===== config.mk =====
export PLATFORM = sky130hd
export DESIGN_NAME = signed_alu_pipe
export DESIGN_NICKNAME = d
export VERILOG_FILES = /design/src/rtl/alu_pkg.sv /design/src/rtl/alu_seq_div.sv /design/src/rtl/signed_alu_pipe.sv
export SDC_FILE = /design/constraint.sdc
export NUM_CORES = 1
export LEC_CHECK = 0
export ABC_AREA = 1
export BUFFER_PORTS_ARGS = -buffer_cell sky130_fd_sc_hd__buf_2
export CORE_MARGIN = 1.5
export CORE_UTILIZATION = 28
export CTS_CLUSTER_SIZE = 24
export DETAILED_ROUTE_END_ITERATION = 10
export PLACE_DENSITY = 0.48
export SLEW_MARGIN = 15
export SYNTH_ARGS = -nofsm -noshare
export SYNTH_HDL_FRONTEND = slang
export SYNTH_SLANG_ARGS = --single-unit

===== constraint.sdc =====
create_clock -name CLK -period 6.1 [get_ports CLK]
set_clock_uncertainty 0.2 [all_clocks]
set_input_delay 0.305 -clock CLK [delete_from_list [all_inputs] [get_ports CLK]]
set_output_delay 0.305 -clock CLK [all_outputs]
set_load 0.02 [all_outputs]

===== src/rtl/alu_pkg.sv =====
// ---------------------------------------------------------------------------
// alu_pkg
// Shared definitions for the pipelined signed ALU:
//   - class codes for ALU_FUN[3:2] (ARITH/LOGIC/CMP/SHIFT)
//   - op codes for ALU_FUN[1:0] within each class
//   - divider FSM state enum (S_IDLE/S_DIV/S_FIX)
//   - clog2 helper used to size the shift amount and the divider counter
// ---------------------------------------------------------------------------
package alu_pkg;

    localparam logic [1:0] ARITH   = 2'b00;
    localparam logic [1:0] LOGIC   = 2'b01;
    localparam logic [1:0] CMP     = 2'b10;
    localparam logic [1:0] SHIFT   = 2'b11;

    localparam logic [1:0] ADD     = 2'b00;
    localparam logic [1:0] SUB     = 2'b01;
    localparam logic [1:0] MUL     = 2'b10;
    localparam logic [1:0] DIV     = 2'b11;

    localparam logic [1:0] AND     = 2'b00;
    localparam logic [1:0] OR      = 2'b01;
    localparam logic [1:0] NAND    = 2'b10;
    localparam logic [1:0] NOR     = 2'b11;

    localparam logic [1:0] CMP_NOP = 2'b00;
    localparam logic [1:0] CMP_EQ  = 2'b01;
    localparam logic [1:0] CMP_GT  = 2'b10;
    localparam logic [1:0] CMP_LT  = 2'b11;

    localparam logic [1:0] SLL     = 2'b00;
    localparam logic [1:0] SRL     = 2'b01;
    localparam logic [1:0] SRA     = 2'b10;
    localparam logic [1:0] ROL     = 2'b11;

    typedef enum logic [1:0] {
        S_IDLE = 2'b00,
        S_DIV  = 2'b01,
        S_FIX  = 2'b10
    } div_state_t;

    // Smallest r with 2**r >= value.
    function automatic int clog2(input int value);
        int r;
        r = 0;
        for (int i = 0; i < 31; i++) begin
            if ((1 << i) < value) r = i + 1;
        end
        return r;
    endfunction

endpackage


===== src/rtl/alu_seq_div.sv =====
// ---------------------------------------------------------------------------
// alu_seq_div
// Multi-cycle signed divider (restoring division on magnitudes).
// A start pulse in S_IDLE latches the operands; W iterations follow in S_DIV,
// then one S_FIX cycle applies signs and raises done for exactly one cycle.
// Quotient truncates toward zero, remainder takes the sign of a.
// Ports:
//   clk, rst          clock, synchronous active-high reset (aborts a division)
//   start, a, b       launch a division of a by b (honoured only when idle)
//   busy              high while a division is in flight (S_DIV or S_FIX)
//   done              high during S_FIX; quotient/remainder/divz/ovf valid
//   quotient          W-bit signed quotient (all ones on divide by zero)
//   remainder         W-bit signed remainder (a on divide by zero)
//   divz, ovf         divide-by-zero and most-negative/-1 overflow status
// ---------------------------------------------------------------------------
module alu_seq_div
    import alu_pkg::*;
#(
    parameter int W = 16
) (
    input  logic         clk,
    input  logic         rst,
    input  logic         start,
    input  logic [W-1:0] a,
    input  logic [W-1:0] b,
    output logic         busy,
    output logic         done,
    output logic [W-1:0] quotient,
    output logic [W-1:0] remainder,
    output logic         divz,
    output logic         ovf
);

    localparam int CW = clog2(W);
    localparam logic [W-1:0] MOST_NEG = {1'b1, {(W-1){1'b0}}};

    div_state_t   state;
    logic [CW-1:0] count;
    logic [W-1:0] divisor_mag;
    logic [W-1:0] quo;
    logic [W-1:0] rem;
    logic [W-1:0] a_hold;
    logic         neg_q;
    logic         neg_r;
    logic         zero_div;
    logic         ovf_case;
    logic [W:0]   shifted;
    logic [W:0]   trial;

    // One restoring step: bring the next dividend bit into the partial
    // remainder and try to subtract the divisor magnitude. A borrow
    // (trial[W]) means the subtraction is undone and the quotient bit is 0.
    always_comb begin
        shifted = {rem, quo[W-1]};
        trial   = shifted - {1'b0, divisor_mag};
    end

    // FSM and datapath registers. The dividend magnitude is shifted out of
    // quo from the top while quotient bits are shifted in at the bottom.
    always_ff @(posedge clk) begin
        if (rst) begin
            state       <= S_IDLE;
            count       <= '0;
            divisor_mag <= '0;
            quo         <= '0;
            rem         <= '0;
            a_hold      <= '0;
            neg_q       <= 1'b0;
            neg_r       <= 1'b0;
            zero_div    <= 1'b0;
            ovf_case    <= 1'b0;
        end else begin
            case (state)
                S_IDLE: begin
                    if (start) begin
                        quo         <= a[W-1] ? -a : a;
                        divisor_mag <= b[W-1] ? -b : b;
                        rem         <= '0;
                        a_hold      <= a;
                        neg_q       <= a[W-1] ^ b[W-1];
                        neg_r       <= a[W-1];
                        zero_div    <= (b == '0);
                        ovf_case    <= (a == MOST_NEG) && (b == '1);
                        count       <= CW'(W - 1);
                        state       <= S_DIV;
                    end
                end
                S_DIV: begin
                    rem <= trial[W] ? shifted[W-1:0] : trial[W-1:0];
                    quo <= {quo[W-2:0], ~trial[W]};
                    if (count == '0) state <= S_FIX;
                    else             count <= count - 1'b1;
                end
                S_FIX: begin
                    state <= S_IDLE;
                end
                default: begin
                    state <= S_IDLE;
                end
            endcase
        end
    end

    // Sign fix-up and the two architecturally defined special cases, which
    // take priority over whatever the magnitude loop produced.
    always_comb begin
        busy      = (state != S_IDLE);
        done      = (state == S_FIX);
        divz      = zero_div;
        ovf       = ovf_case;
        quotient  = neg_q ? -quo : quo;
        remainder = neg_r ? -rem : rem;
        if (zero_div) begin
            quotient  = '1;
            remainder = a_hold;
        end else if (ovf_case) begin
            quotient  = MOST_NEG;
            remainder = '0;
        end
    end

endmodule


===== src/rtl/signed_alu_pipe.sv =====
// ---------------------------------------------------------------------------
// signed_alu_pipe
// Pipelined signed ALU with valid/ready handshaking and one output register.
// ALU_FUN[3:2] selects the class (arith/logic/compare/shift), [1:0] the op.
// Configuration macro: ALU_DIV_EN
//   defined   -> op 0011 is a W+1 cycle signed divide via alu_seq_div
//   undefined -> no divider; op 0011 completes in one cycle with ALU_OUT=0
//                and DIVZ_Flag=1 as an illegal-op indication
// Ports:
//   CLK, RST             clock, synchronous active-high reset
//   A, B                 signed operands (B also supplies the shift amount)
//   ALU_FUN, IN_TAG      opcode and sideband tag of the request
//   IN_VALID/IN_READY    request handshake
//   ALU_OUT              2W-bit registered result
//   Carry_OUT, OVF_Flag, DIVZ_Flag, Class_Flag   registered status
//   OUT_TAG              tag of the registered result
//   OUT_VALID/OUT_READY  result handshake
// ---------------------------------------------------------------------------
module signed_alu_pipe
    import alu_pkg::*;
#(
    parameter int DATA_WIDTH = 16,
    parameter int TAG_WIDTH  = 4
) (
    input  logic                    CLK,
    input  logic                    RST,
    input  logic [DATA_WIDTH-1:0]   A,
    input  logic [DATA_WIDTH-1:0]   B,
    input  logic [3:0]              ALU_FUN,
    input  logic [TAG_WIDTH-1:0]    IN_TAG,
    input  logic                    IN_VALID,
    output logic                    IN_READY,
    output logic [2*DATA_WIDTH-1:0] ALU_OUT,
    output logic                    Carry_OUT,
    output logic                    OVF_Flag,
    output logic                    DIVZ_Flag,
    output logic [3:0]              Class_Flag,
    output logic [TAG_WIDTH-1:0]    OUT_TAG,
    output logic                    OUT_VALID,
    input  logic                    OUT_READY
);

    localparam int W  = DATA_WIDTH;
    localparam int SW = clog2(W);

    logic            in_fire;
    logic            div_accept;
    logic [2*W-1:0]  res_d;
    logic            carry_d;
    logic            ovf_d;
    logic            divz_d;
    logic [3:0]      class_d;
    logic [W:0]      sum_x;
    logic [W:0]      dif_x;
    logic [2*W-1:0]  prod;
    logic [SW-1:0]   amt;
    logic [W-1:0]    sra_v;
    logic [2*W-1:0]  rot;

    assign in_fire = IN_VALID && IN_READY;

`ifdef ALU_DIV_EN
    logic                 div_busy;
    logic                 div_done;
    logic [W-1:0]         div_quo;
    logic [W-1:0]         div_rem;
    logic                 div_divz;
    logic                 div_ovf;
    logic [TAG_WIDTH-1:0] div_tag;

    assign div_accept = in_fire && (ALU_FUN == {ARITH, DIV});
    assign IN_READY   = !div_busy && (!OUT_VALID || OUT_READY);

    alu_seq_div #(.W(W)) u_div (
        .clk       (CLK),
        .rst       (RST),
        .start     (div_accept),
        .a         (A),
        .b         (B),
        .busy      (div_busy),
        .done      (div_done),
        .quotient  (div_quo),
        .remainder (div_rem),
        .divz      (div_divz),
        .ovf       (div_ovf)
    );

    // The divide result leaves the datapath W+1 cycles after the request,
    // so its tag is parked here until the divider finishes.
    always_ff @(posedge CLK) begin
        if (RST)             div_tag <= '0;
        else if (div_accept) div_tag <= IN_TAG;
    end
`else
    assign div_accept = 1'b0;
    assign IN_READY   = !OUT_VALID || OUT_READY;
`endif

    // Single-cycle datapath. Add/sub use W+1-bit sign-extended operands so
    // the exact result is available; unsigned carry-out of the W-bit
    // operation is the majority of the MSB inputs and the MSB carry-in,
    // which reduces to the expressions below given the W-bit sum bit.
    always_comb begin
        sum_x   = {A[W-1], A} + {B[W-1], B};
        dif_x   = {A[W-1], A} - {B[W-1], B};
        prod    = {{W{A[W-1]}}, A} * {{W{B[W-1]}}, B};
        amt     = B[SW-1:0];
        sra_v   = $signed(A) >>> amt;
        rot     = {A, A} << amt;
        res_d   = '0;
        carry_d = 1'b0;
        ovf_d   = 1'b0;
        divz_d  = 1'b0;
        class_d = 4'b0001 << ALU_FUN[3:2];
        case (ALU_FUN[3:2])
            ARITH: begin
                case (ALU_FUN[1:0])
                    ADD: begin
                        res_d   = {{(W-1){sum_x[W]}}, sum_x};
                        carry_d = (A[W-1] & B[W-1]) | ((A[W-1] ^ B[W-1]) & ~sum_x[W-1]);
                        ovf_d   = (A[W-1] == B[W-1]) && (sum_x[W-1] != A[W-1]);
                    end
                    SUB: begin
                        res_d   = {{(W-1){dif_x[W]}}, dif_x};
                        carry_d = (A[W-1] & ~B[W-1]) | ((A[W-1] ^ ~B[W-1]) & ~dif_x[W-1]);
                        ovf_d   = (A[W-1] != B[W-1]) && (dif_x[W-1] != A[W-1]);
                    end
                    MUL: res_d = prod;
                    default: begin
                        // Only reached without the divider: illegal-op marker.
                        res_d  = '0;
                        divz_d = 1'b1;
                    end
                endcase
            end
            LOGIC: begin
                case (ALU_FUN[1:0])
                    AND:     res_d = {{W{1'b0}}, A & B};
                    OR:      res_d = {{W{1'b0}}, A | B};
                    NAND:    res_d = {{W{1'b0}}, ~(A & B)};
                    default: res_d = {{W{1'b0}}, ~(A | B)};
                endcase
            end
            CMP: begin
                case (ALU_FUN[1:0])
                    CMP_EQ:  res_d = {{(2*W-1){1'b0}}, A == B};
                    CMP_GT:  res_d = {{(2*W-1){1'b0}}, $signed(A) > $signed(B)};
                    CMP_LT:  res_d = {{(2*W-1){1'b0}}, $signed(A) < $signed(B)};
                    default: res_d = '0;
                endcase
            end
            default: begin
                case (ALU_FUN[1:0])
                    SLL:     res_d = {{W{1'b0}}, A << amt};
                    SRL:     res_d = {{W{1'b0}}, A >> amt};
                    SRA:     res_d = {{W{1'b0}}, sra_v};
                    default: res_d = {{W{1'b0}}, rot[2*W-1:W]};
                endcase
            end
        endcase
    end

    // Output register. A finishing divide has priority (no request can be
    // accepted while the divider is busy anyway); otherwise a non-divide
    // request loads directly, and a drained result simply drops valid.
    always_ff @(posedge CLK) begin
        if (RST) begin
            ALU_OUT    <= '0;
            Carry_OUT  <= 1'b0;
            OVF_Flag   <= 1'b0;
            DIVZ_Flag  <= 1'b0;
            Class_Flag <= '0;
            OUT_TAG    <= '0;
            OUT_VALID  <= 1'b0;
        end
`ifdef ALU_DIV_EN
        else if (div_done) begin
            ALU_OUT    <= {div_rem, div_quo};
            Carry_OUT  <= 1'b0;
            OVF_Flag   <= div_ovf;
            DIVZ_Flag  <= div_divz;
            Class_Flag <= 4'b0001;
            OUT_TAG    <= div_tag;
            OUT_VALID  <= 1'b1;
        end
`endif
        else if (in_fire && !div_accept) begin
            ALU_OUT    <= res_d;
            Carry_OUT  <= carry_d;
            OVF_Flag   <= ovf_d;
            DIVZ_Flag  <= divz_d;
            Class_Flag <= class_d;
            OUT_TAG    <= IN_TAG;
            OUT_VALID  <= 1'b1;
        end else if (OUT_VALID && OUT_READY) begin
            OUT_VALID  <= 1'b0;
        end
    end

endmodule


# Word level (Yosys, flattened, before mapping)
# Index checks and enable logic that the tools add are counted.
[word_totals]
regBits = 44
latchBits = 0
mem_bits_rw = 0
rom_bits = 0
in_bits = 44
out_inout_bits = 45
word_cells = 65
memories = 0
[classes]
addsub = 2
mul = 1
div = 0
order_cmp = 2
n_eq_ne = 10
n_shift = 5
mux = 13
n_bitwise = 15
n_reduce_logical = 10
[ops]
columns = ["cell", "count"]
rows = [
  ["32-bit case mux with 3 select lines", 2],
  ["16-bit case mux with 3 select lines", 2],
  ["16-bit by 16-bit multiplier with 32-bit output", 1],
  ["16-bit NOT", 2],
  ["32-bit by 4-bit << shifter with 32-bit output", 1],
  ["16-bit by 16-bit adder with 17-bit output", 1],
  ["16-bit by 16-bit subtractor with 17-bit output", 1],
  ["16-bit AND", 1],
  ["16-bit equality test", 1],
  ["16-bit greater-than comparator", 1],
  ["16-bit < comparator", 1],
  ["16-bit bitwise OR", 1],
  ["16-bit by 4-bit << shifter with 16-bit output", 1],
  ["16-bit by 4-bit right shift with 16-bit output", 1],
  ["16-bit by 4-bit >>> shifter with 16-bit output", 1],
  ["2-bit equality test (second input constant)", 3],
  ["1-bit two-way mux", 6],
  ["1-bit AND", 4],
  ["2-bit by 1-bit equality test with 1-bit output (second input constant)", 2],
  ["1-bit logical AND", 4],
  ["2-bit zero test", 2],
  ["1-bit case mux with 2 select lines", 2],
  ["1-bit by 2-bit << shifter with 4-bit output (first input constant)", 1],
  ["1-bit != test", 3],
  ["9 further kinds", 13],
]

# Longest topological paths before layout
[depth]
ltp_word = 6
mapped_depth = 31
ltp_nobuf = 28

# Worst setup path after synthesis
# No wires, ideal clock.
[synth_path]
path_kind = "in2reg"
from = "input B[2]"
to = "register ALU_OUT[16]"
setup_ns = 0.142
arrival_time_ns = 5.625
required_ns = 5.758
path_slack_ns = 0.133
path_stages = 24
n_path_buf = 4
path_cell_list = "buf_2 clkbuf_1 buf_2 buf_1 nand2_1 fa_1 fa_1 fa_1 fa_1 inv_1 fa_1 fa_1 ha_1 nand2_1 inv_1 a21oi_1 nor2_1 nor2_1 nand2_1 or2_2 nand3_1 nand2_2 nand2_2 a21oi_2"
[synth_between]
elab_chain_cells = 3
elab_cells_between_ends = 5
cone_classes = "add/sub (2); mul (1); mux (2)"
[synth_lines]
columns = ["element", "line", "rtl"]
rows = [
  ["from (decl)", "signed_alu_pipe.sv:28", "input logic [DATA_WIDTH-1:0] B,"],
  ["16-bit by 16-bit multiplier with 32-bit output, or another cell as far along", "signed_alu_pipe.sv:106", "prod = {{W{A[W-1]}}, A} * {{W{B[W-1]}}, B};"],
  ["32-bit case mux with 3 select lines *", "signed_alu_pipe.sv:117", "case (ALU_FUN[1:0])"],
  ["32-bit case mux with 3 select lines *", "signed_alu_pipe.sv:115", "case (ALU_FUN[3:2])"],
  ["to (signal assigned)", "signed_alu_pipe.sv:188", "ALU_OUT <= res_d;"],
  ["to (decl)", "signed_alu_pipe.sv:33", "output logic [2*DATA_WIDTH-1:0] ALU_OUT,"],
]
# Every way passes the cells marked *; elsewhere a longest branch is shown, timed or not.
# A chain may end at the register's enable or synchronous reset.

# Worst setup path in the final report
[layout_path]
from = "input A[9]"
to = "register ALU_OUT[21]"
[layout_between]
elab_chain_cells = 3
elab_cells_between_ends = 5
cone_classes = "add/sub (2); mul (1); mux (2)"
[layout_lines]
columns = ["element", "line", "rtl"]
rows = [
  ["from (decl)", "signed_alu_pipe.sv:27", "input logic [DATA_WIDTH-1:0] A,"],
  ["16-bit by 16-bit multiplier with 32-bit output, or another cell as far along", "signed_alu_pipe.sv:106", ""],
  ["32-bit case mux with 3 select lines *", "signed_alu_pipe.sv:117", ""],
  ["32-bit case mux with 3 select lines *", "signed_alu_pipe.sv:115", ""],
]
# Marked as above.

==> run metrics <==
status=finished clean; Async SR Flop Fraction=0%; Post-synth EDFFs=0; Post-DP HPWL=59.4 mm; Boundary Pins=89; RePlAce Congestion=0.902; synth-to-layout area growth=14.9%; Peak Freq=171 MHz; number of global-route vias before repair=18.1k; Yosys cell types=51; final hold slack=74.9 ps; register area share after synthesis=5.04%; Starting Density=28.3%; Synth Flop Type=dfxtp_1; hold crit path type=in -> reg; pre-CTS setup slack=-156 ps; synth top area cells=fa_1 (30%), nand2_1 (16%), inv_1 (12%); relative slew slack=31.3%; Routed WL=68.4 mm; initial antenna violation count=0; CTS tree=yes; nets=3253; fin. max-slew vios=0; post-synthesis net count=3097; Crit Path Category=in -> reg; Setup crit end kind=register; met2 usage=38.6%; Die Area=0.0639 mm2; via density per instance=4.74; Synth Cell Area=0.0175 mm2; M1 GR Usage=29.3%; Crit path required time=6130 ps; # H-tree levels=2; I/O Buffers=88; Antenna Cells=0; CTS Sinks=44; fin crit share=95.7%; DR pass1 iterations=8; layout filler cell count=6918; cell with the most instances after synthesis=nand2_1; RSZ-0062 raised after global routing=true; CORE AREA=0.0617 mm2; final worst setup slack=261 ps; number of cell rows=91; final critical-path required period=5840 ps; WL per Instance=18.7 um; Max Cap Viol=0; Synth Area per Inst=6.58 um2; final antenna-violating net count=0; Worst-path clk slew=70 ps; Max clock buf depth=2; chip height=253 um; Via Count=17.3k; Final Hold Fails=0; DR iter-0 viols=1164; clk_lat worst skew=300 ps; CP max FO=10; layout cells sized above 1=13.4%; all-layer global routing usage=22.1%; Synth area leader=fa_1; Worst Max-Slew Pin Slew=1030 ps; Cells after Synth=2655; GRT met3 Usage=1.63%; Synth Warn #=0; cts bufs inserted=5; Final setup viols=0; #FFs+latches synth=44; busiest layer in global routing=met2; Root Driver=clkbuf_16; largest net degree at the start of global routing=40; chip width=253 um; Overflow after GRT=0; Synth top cells by count=nand2_1 (751), inv_1 (568), fa_1 (266); # DRC=0; worst path arrival time=5870 ps; hold buffers post-CTS=0; first-pass GRT wire length=107 mm; Synth top area share=30.5%; Critical Path Start Type=input port
[through the flow]
stage	cells	TNS [ps]	util [%]	cell area, um2
after global routing	3649	-24.0	32.5	20100
after detailed placement	3641	-683	32.2	19900
after CTS	3649	0	32.5	20000
final	3649	0	32.5	20100
after global placement	3641	-919	32.2	19900
after floorplan	2655	0	-	17500
[worst paths after layout]
path,slack (ps),to,start,cells past startpoint
worst min-delay path,70,OUT_TAG[3],IN_TAG[3],3
worst max register to register,3370,ALU_OUT[4],OUT_VALID,8
worst min register to register,260,ALU_OUT[4],ALU_OUT[4],2
worst max-delay path,260,ALU_OUT[21],A[9],24
[registers in the layout, indices dropped and copies added, names as in the netlist]
name        flops
Class_Flag      4
ALU_OUT        32
OUT_TAG         4
OUT_VALID       1
Carry_OUT       1
OVF_Flag        1
DIVZ_Flag       1
[cells in the final DEF (no fill, tap or decap), types with 7 or more instances in the layout]
cell	instances
buf_2	87
nand2_2	29
or2_2	7
buf_12	9
dfxtp_1	44
nand4_1	22
ha_1	131
o21ai_1	18
nand3_1	210
fa_1	266
inv_1	568
nor3_1	9
inv_2	16
o211ai_1	12
nor2_2	11
buf_4	179
nand2_1	751
a21oi_2	13
a21oi_1	137
nor2_1	123
o21ai_0	98
nand3b_1	7
o21bai_1	9
[cell type report]
| cell class | count | area [um2] | area share [%] |
|---|---|---|---|
| clock inverter | 2 | 38.8 | 0.193 |
| clock buffer | 6 | 139 | 0.692 |
| sequential | 44 | 881 | 4.39 |
| timing repair buffer | 276 | 1970 | 9.80 |
| multi-input combinational | 1897 | 13800 | 68.7 |
| inverter | 587 | 2200 | 11.0 |
| tap | 837 | 1050 | 5.22 |
[worst max-delay path, stage by stage]
cell     delay (ps)
buf_2           280
buf_4           210
nand2_1          80
fa_1            550
inv_1            50
fa_1            490
fa_1            560
fa_1            440
fa_1            500
inv_1            50
fa_1            540
inv_1            60
ha_1            360
nand2_1          90
buf_4           140
nor2_2          170
inv_1           140
nor2_1          180
nand4_1         140
nand4_1         130
nand3_1         100
nand2_2          90
nand2_2          50
a21oi_2         140
[cell families (layout without fill, tap and decap cells)]
group	count (synthesis)	after routing	share of synthesized area, %
buffers and inverters	714	871	16.1
XOR/XNOR	6	6	0.301
AO/OA/AOI/OAI	307	307	9.75
AND/OR/NAND/NOR	1184	1184	28.7
multiplexers	2	2	0.115
adder cells (fa/ha/maj)	398	398	40.0
flip-flops	44	44	5.04
[layer usage]
metal,vias to the layer above,wire length [um],share of wire [%]
li1,8319,-,-
met1,8518,30200,44
met2,392,33400,49
met3,80,2720,4.0
met4,0,2040,3.0
met5,-,0,0
[what timing repair did]
action / CTS / global route
gates resized for setup: 0 / 9
buffers inserted: 0 / 0
setup endpoints to repair: 0 / 13
Power is left out: the tool's default activity adds up to more than one toggle a clock period on the data nets, which glitch-free logic cannot reach.
